$ cat src/rtl/hamming_dec_engine.sv
// hamming_dec_engine: memory-to-memory Hamming(15,11) single-error-correcting
// decoder. Reads NWORDS encoded 16-bit words (two bytes each) from SRC_BASE,
// corrects/extracts the 11 data bits and writes them back as two bytes at
// DST_BASE, then pulses ack for one cycle.
// Optional feature: define HAMMING_ERR_CNT_EN to enable the saturating
// corrected-word counter on err_cnt (otherwise err_cnt is tied to 0).
module hamming_dec_engine #(
    parameter int AW       = 8,
    parameter int DW       = 8,
    parameter int SRC_BASE = 64,
    parameter int DST_BASE = 94,
    parameter int NWORDS   = 15
) (
    input  logic          clk,
    input  logic          reset,
    input  logic          req,
    output logic          ack,
    output logic [AW-1:0] mem_addr,
    input  logic [DW-1:0] mem_rdata,
    output logic [DW-1:0] mem_wdata,
    output logic          mem_we,
    output logic [3:0]    err_cnt
);

    localparam int IW = (NWORDS > 1) ? $clog2(NWORDS) : 1;
    localparam logic [IW-1:0] LAST_IDX = IW'(NWORDS - 1);

    typedef enum logic [2:0] {
        IDLE,
        RD_LO,
        RD_HI,
        WR_LO,
        WR_HI,
        DONE
    } state_t;

    state_t         state;
    state_t         state_nxt;
    logic [IW-1:0]  idx;
    logic [7:0]     lo_q;
    logic [10:0]    data_q;

    logic [15:1]    w_raw;
    logic [15:1]    w_fix;
    logic [3:0]     syn;
    logic [10:0]    d_ext;
    logic [AW-1:0]  word_off;
    logic           unused_parity;

    // State register
    always_ff @(posedge clk) begin
        if (reset) begin
            state <= IDLE;
        end else begin
            state <= state_nxt;
        end
    end

    // Next-state sequencing through the read/write phases of each word
    always_comb begin
        state_nxt = state;
        case (state)
            IDLE:    if (req) state_nxt = RD_LO;
            RD_LO:   state_nxt = RD_HI;
            RD_HI:   state_nxt = WR_LO;
            WR_LO:   state_nxt = WR_HI;
            WR_HI:   state_nxt = (idx == LAST_IDX) ? DONE : RD_LO;
            DONE:    state_nxt = IDLE;
            default: state_nxt = IDLE;
        endcase
    end

    // Syndrome, single-bit correction and data-bit extraction for the word
    // formed from the latched low byte and the high byte being read now
    always_comb begin
        w_raw = {mem_rdata[6:0], lo_q};
        syn   = '0;
        for (int unsigned k = 1; k < 16; k++) begin
            if (w_raw[k]) syn = syn ^ 4'(k);
        end
        w_fix = w_raw;
        if (syn != '0) w_fix[syn] = ~w_fix[syn];
        d_ext = {w_fix[15:9], w_fix[7:5], w_fix[3]};
        // parity positions only feed the syndrome, never the output data
        unused_parity = ^{w_fix[8], w_fix[4], w_fix[2], w_fix[1]};
    end

    // Word index, low-byte latch and decoded-data register
    always_ff @(posedge clk) begin
        if (reset) begin
            idx    <= '0;
            lo_q   <= '0;
            data_q <= '0;
        end else begin
            case (state)
                IDLE:  idx    <= '0;
                RD_LO: lo_q   <= mem_rdata[7:0];
                RD_HI: data_q <= d_ext;
                WR_HI: if (idx != LAST_IDX) idx <= idx + 1'b1;
                default: ;
            endcase
        end
    end

    // Memory interface and ack decoded from the current state
    always_comb begin
        ack       = 1'b0;
        mem_we    = 1'b0;
        mem_addr  = '0;
        mem_wdata = '0;
        word_off  = AW'({idx, 1'b0});
        case (state)
            RD_LO: mem_addr = AW'(SRC_BASE) + word_off;
            RD_HI: mem_addr = AW'(SRC_BASE) + word_off + AW'(1);
            WR_LO: begin
                mem_we    = 1'b1;
                mem_addr  = AW'(DST_BASE) + word_off;
                mem_wdata = DW'(data_q[7:0]);
            end
            WR_HI: begin
                mem_we    = 1'b1;
                mem_addr  = AW'(DST_BASE) + word_off + AW'(1);
                mem_wdata = DW'({5'b0, data_q[10:8]});
            end
            DONE:  ack = 1'b1;
            default: ;
        endcase
    end

`ifdef HAMMING_ERR_CNT_EN
    logic [3:0] err_q;

    // Count words needing correction; cleared on job start, saturates at 15
    always_ff @(posedge clk) begin
        if (reset) begin
            err_q <= '0;
        end else if (state == IDLE && req) begin
            err_q <= '0;
        end else if (state == RD_HI && syn != '0 && err_q != 4'd15) begin
            err_q <= err_q + 1'b1;
        end
    end

    assign err_cnt = err_q;
`else
    assign err_cnt = '0;
`endif

endmodule

$ cat config.mk
export PLATFORM = sky130hd
export DESIGN_NAME = hamming_dec_engine
export DESIGN_NICKNAME = d
export VERILOG_FILES = /design/src/rtl/hamming_dec_engine.sv
export SDC_FILE = /design/constraint.sdc
export NUM_CORES = 1
export LEC_CHECK = 0
export BUFFER_PORTS_ARGS = -buffer_cell sky130_fd_sc_hd__buf_2
export CORE_UTILIZATION = 59
export DETAILED_ROUTE_END_ITERATION = 6
export HOLD_SLACK_MARGIN = 0.12
export MAX_ROUTING_LAYER = met4
export PLACE_DENSITY_LB_ADDON = 0.05
export SLEW_MARGIN = 20
export SYNTH_ARGS = -nofsm -noshare
export SYNTH_HDL_FRONTEND = slang
export SYNTH_SLANG_ARGS = --single-unit
$ cat constraint.sdc
create_clock -name clk -period 3.45 [get_ports clk]
set_input_delay 0.5175 -clock clk [delete_from_list [all_inputs] [get_ports clk]]
set_output_delay 0.5175 -clock clk [all_outputs]
set_load 0.1 [all_outputs]
# Word level (Yosys, flattened, before mapping)
# Cells that the tools add are included.
# Widths: inputs -> output; s select.
# totals
output_inout_bits	22
input_bits	11
elab_cells	71
reg_bits	26
# classes
n_bitwise	15
magnitude_cmp	2
mux	30
n_reduce_logical	6
add_sub_neg	5
n_eq_ne	9
# ops
op	count
$mux 4	9
$pmux 8 s4	1
$mux 3	6
$add 7x5->8 const A	2
$add 8x1->8 const B	2
$pmux 8 s2	1
$bwmux 15	1
$mux 15	1
$pmux 3 s5	1
$not 2->2	6
$not 3->3	4
$pmux 4 s2	1
$eq 3x2->1 const B	2
$eq 3x3->1 const B	2
$lt 4x5->1 const B	1
$mux 1	5
$add 4x1->4 const B	1
$bmux 1 s4	1
$demux 1 s4	1
$eq 4x4->1 const B	1
$ge 4x1->1 const B	1
$mux 2	2
$ne 2x2->1 const B	2
$ne 4x4->1 const B	1
10 further kinds	12

# Depth between registers and ports, before layout
# logic_depth
depth_word	32
ltp_mapped	7
ltp_nobuf	6

# Worst setup path after synthesis
# Ideal clock, no wire load.
# synth_timing
path_type	reg-to-output
from	reg state[1]
to	out mem_addr[5]
path_buffers	1
path_stages_with_launch	5
required_ps	2932
setup_slack_ps	-912
t_arrival_ps	3845
path_cell_list	dfxtp_1 > clkbuf_1 > nand2b_1 > o21ai_0 > o31a_1
# synth_via
elab_chain_cells	2
word_cells_on_any_way	5
classes_between	eq/ne (4); mux (1)
# synth_rtl
item	line_no	text
start, declared	37	state_t state;
start signal, assigned	55	state <= state_nxt;
$eq 3x3->1, or another cell as far along	112	case (state)
$pmux 8 s4 *	112	
end, declared	18	output logic [AW-1:0] mem_addr,
# Every way passes the cells marked *; elsewhere a longest branch is shown, timed or not.

# Worst setup path in the final report
# layout_timing
from	reg state[0]
to	out mem_wdata[0]
# layout_via
elab_chain_cells	2
word_cells_on_any_way	3
classes_between	eq/ne (2); mux (1)
# layout_rtl
item	line_no	text
$eq 3x3->1 or $eq 3x2->1 (tied branches)	112	
$pmux 8 s2 *	112	
end, declared	20	output logic [DW-1:0] mem_wdata,
# Marked as above.

==> results.txt <==
----------------------------------------------------
[Worst setup path]
  Required time of the worst setup path ... 2.93 ns
  Worst-path maximum fanout ... 13
  Critical path class ... reg2out
  Cell breakdown of the critical path ... clkinv_1 > nor2_1 > a22o_1 > buf_2
  Maximum cell stage delay along the critical path ... 0.61 ns
  Nature of the critical path endpoint ... output port
  Number of buffers and inverters on the critical path ... 2
  Cell with the largest stage delay on the worst path ... dfxtp_1
  Family of cells with the greatest summed delay on the critical path ... buffers and inverters
  Arrival time reported for the critical path endpoint ... 2.42 ns
  Worst Setup Start Kind ... flip-flop

[Yosys]
  Yosys Warn Count ... 0
  Number of standard cells after synthesis ... 206
  Flip-flop and latch count after synthesis ... 26
  Proportion of synthesized flip-flops having asynchronous set or reset ... 0%
  Proportion of synthesized chip area in sequential cells ... 29.7%
  Syn_area_per_cell ... 8.52 um^2
  Cell variety after synth ... 37
  Most frequently used flop master after synthesis ... dfxtp_1
  Cell taking the most area after synthesis ... dfxtp_1
  Number of enable-type register cells in the synthesized netlist ... 0
  Total standard cell area after synthesis ... 1760 um^2
  Synth top area share ... 29.7%
  Cell types with the largest area share after synthesis ... dfxtp_1, xnor2_1, a211oi_1, nor2_1, mux2i_1

[Timing]
  Tightest Pin Transition ... 0.825 ns
  Headroom to the max-slew limit ... 44.7%
  Final period utilization ... 85.0%
  Final-report setup violation count ... 0
  Clock Skew ... 0.00530 ns
  Time the final worst path needs with I/O delays and setup ... 2.93 ns
  Post-layout worst setup margin ... 0.517 ns
  Fin Hold WS ... 0.451 ns
  Final hold violation count ... 0
  Count of final max-slew check failures ... 0
  Unrepaired setup endpoints after global routing ... false
  Fmax achieved ... 341 MHz
  Setup TNS after final layout ... 0 ns

[Die]
  Number of cell rows ... 19
  Overall die height ... 56.5 um
  Number of placed I/O pins ... 33
  Core area ... 2780 um^2
  Starting Density ... 63.1%
  Area of the die ... 3200 um^2
  Horizontal die dimension ... 56.5 um

[Layout]
  Ant diodes ... 0
  Post-layout nets ... 240
  Fraction of final layout cells sized beyond drive strength 1 ... 17.0%
  Post-route standard cell area excluding fillers ... 1890 um^2
  Area Growth Syn to Fin ... 7.91%

[Placement]
  HPWL after DPL ... 2560 um
  Placed instance area ... 1870 um^2
  Setup slack after placement ... 0.871 ns
  Number of port buffers ... 27
  Final Wtd Congestion ... 0.833

[GRT]
  Aggregate global routing overflow ... 0
  Top Usage Layer GRT ... met2
  Global-route met2 utilization ... 36.3%
  Wire length of the first global-routing pass ... 5820 um
  Initial antenna violation count ... 0
  Met1 Resource Use GR ... 32.1%
  Overall routing resource usage ... 23.3%
  Pin count of the biggest net entering global routing ... 27
  Met3 routing resource usage after global routing ... 2.07%
  Number of global-route vias before repair ... 1,278

[Power]
  Net load switching power ... 0.367 mW
  Logic pwr share ... 44.7%
  Leakage ... 0.728 nW
  Flop pwr share ... 40.9%
  Clock network fraction of total power ... 14.4%
  Largest voltage drop on the vdd net ... 0.326 mV
  Post-layout total power ... 0.862 mW
  Power Density ... 455 nW/um^2
  Internal Dissipation ... 0.494 mW
  Net Sw Frac ... 42.6%

[CTS]
  Cell at the root of the clock tree ... clkbuf_4
  Number of CTS-inserted buffers ... 3
  Clock-pin slew on the worst setup and hold paths ... 0.13 ns
  Sink count of the clock tree ... 26
  Count of hold buffers inserted by post-cts repair ... 0
  CTS-repair resized insts ... 0
  Clock tree from TritonCTS ... built
  Clock latency reported for the late side of the worst-skew pair ... 0.31 ns
  H-tree depth ... 1
  Deepest clock path buffer count ... 2
  Buffers inserted by post-CTS timing repair ... 0

[Routing]
  Overall via count from detail_route ... 1,461
  Number of search-and-repair iterations in the first detailed-routing pass ... 4
  Final Routed Wirelength ... 3440 um
  DRT iter0 DRCs ... 47
  Via-per-instance ratio ... 5.73
  Number of antenna-violating nets in the routed design ... 0
  Drt drc ... 0
  DR WL/cell ... 13.5 um

[Flow run]
  Maxcap violations ... 0

[Run status]
  Run status ... completed

[Min path]
  Worst min-delay path category ... in2reg

----------------------------------------------------
## layer usage
metal	vias to the layer above	wire length [um]
li1	751	-
met1	672	1700
met2	34	1560
met3	4	136
met4	0	37
met5	-	0
## cells in the mapped netlist, drive strengths merged, types with 5 or more instances
library cell / number
a211oi: 22
a21oi: 8
and2: 5
buf: 8
clkbuf: 9
dfxtp: 26
mux2i: 9
nand3: 9
nor2: 28
nor3: 9
xnor2: 30
xor2: 8
## worst register-to-register path, cell delays in order (launching register included)
cell,delay [ns]
dfxtp_1,0.61
clkinv_1,0.36
nor3_2,0.77
mux2i_1,0.27
nor2_1,0.05
## final timing paths
| check | start | end | slack [ns] | depth (start not counted) |
|---|---|---|---|---|
| max | state[0]$_SDFFE_PP0P_ | mem_wdata[0] | 0.52 | 4 |
| min | mem_rdata[7] | lo_q[7]$_SDFFE_PP0N_ | 0.45 | 3 |
| max reg2reg | state[0]$_SDFFE_PP0P_ | lo_q[6]$_SDFFE_PP0N_ | 1.27 | 4 |
| min reg2reg | data_q[10]$_SDFFE_PP0N_ | data_q[10]$_SDFFE_PP0N_ | 0.51 | 2 |
## placed cells by master, fill, tap and decap left out, drive strengths merged, types with 2 or more instances in the layout
cell,synthesis,layout
a211oi,22,22
a21oi,8,8
a22o,3,3
and2,5,5
and3,2,2
buf,8,28
clkbuf,9,3
conb,1,5
dfxtp,26,26
ha,3,3
inv,4,4
mux2i,9,9
nand2,3,3
nand2b,2,2
nand3,9,9
nor2,28,28
nor3,9,9
o21ai,2,2
o22ai,4,4
xnor2,30,30
xnor3,2,2
xor2,8,8
## power by group through the flow
stage | Sequential (mW) | Combinational (mW) | Clock (mW)
floorplan | 0.345 | 0.341 | 0
global placement | 0.357 | 0.375 | 0
detailed placement | 0.360 | 0.382 | 0
CTS | 0.353 | 0.384 | 0.132
global route | 0.357 | 0.414 | 0.145
finish | 0.353 | 0.385 | 0.124
## cell type report
type,count,area [um^2]
Sequential cell,26,520
Inverter,5,18.8
Tap cell,31,38.8
Fill cell,252,887
Timing Repair Buffer,28,143
Multi-Input combinational cell,162,1150
Clock buffer,3,22.5
## registers in the layout (all words and copies together), names as in the netlist
register  flops
data_q       11
idx           4
lo_q          8
state         3
## per-stage QoR
| step | instances | utilization (%) |
|---|---|---|
| CTS | 255 | 68.1 |
| global route | 255 | 68.1 |
| finish | 255 | 68.1 |
| global placement | 252 | 67.3 |
| floorplan | 210 | - |
| detailed placement | 252 | 67.3 |
## cell families after synthesis
| kind of cell | after synthesis | share of synthesized area, % |
|---|---|---|
| other cells | 1 | 0.214 |
| buf+inv | 22 | 5.84 |
| mux | 9 | 5.13 |
| simple gates | 60 | 16.0 |
| xor+xnor | 40 | 22.5 |
| compound gates | 45 | 18.5 |
| flops | 26 | 29.7 |
| fa+ha+maj | 3 | 2.14 |
Power figures use the tool's default switching activity.
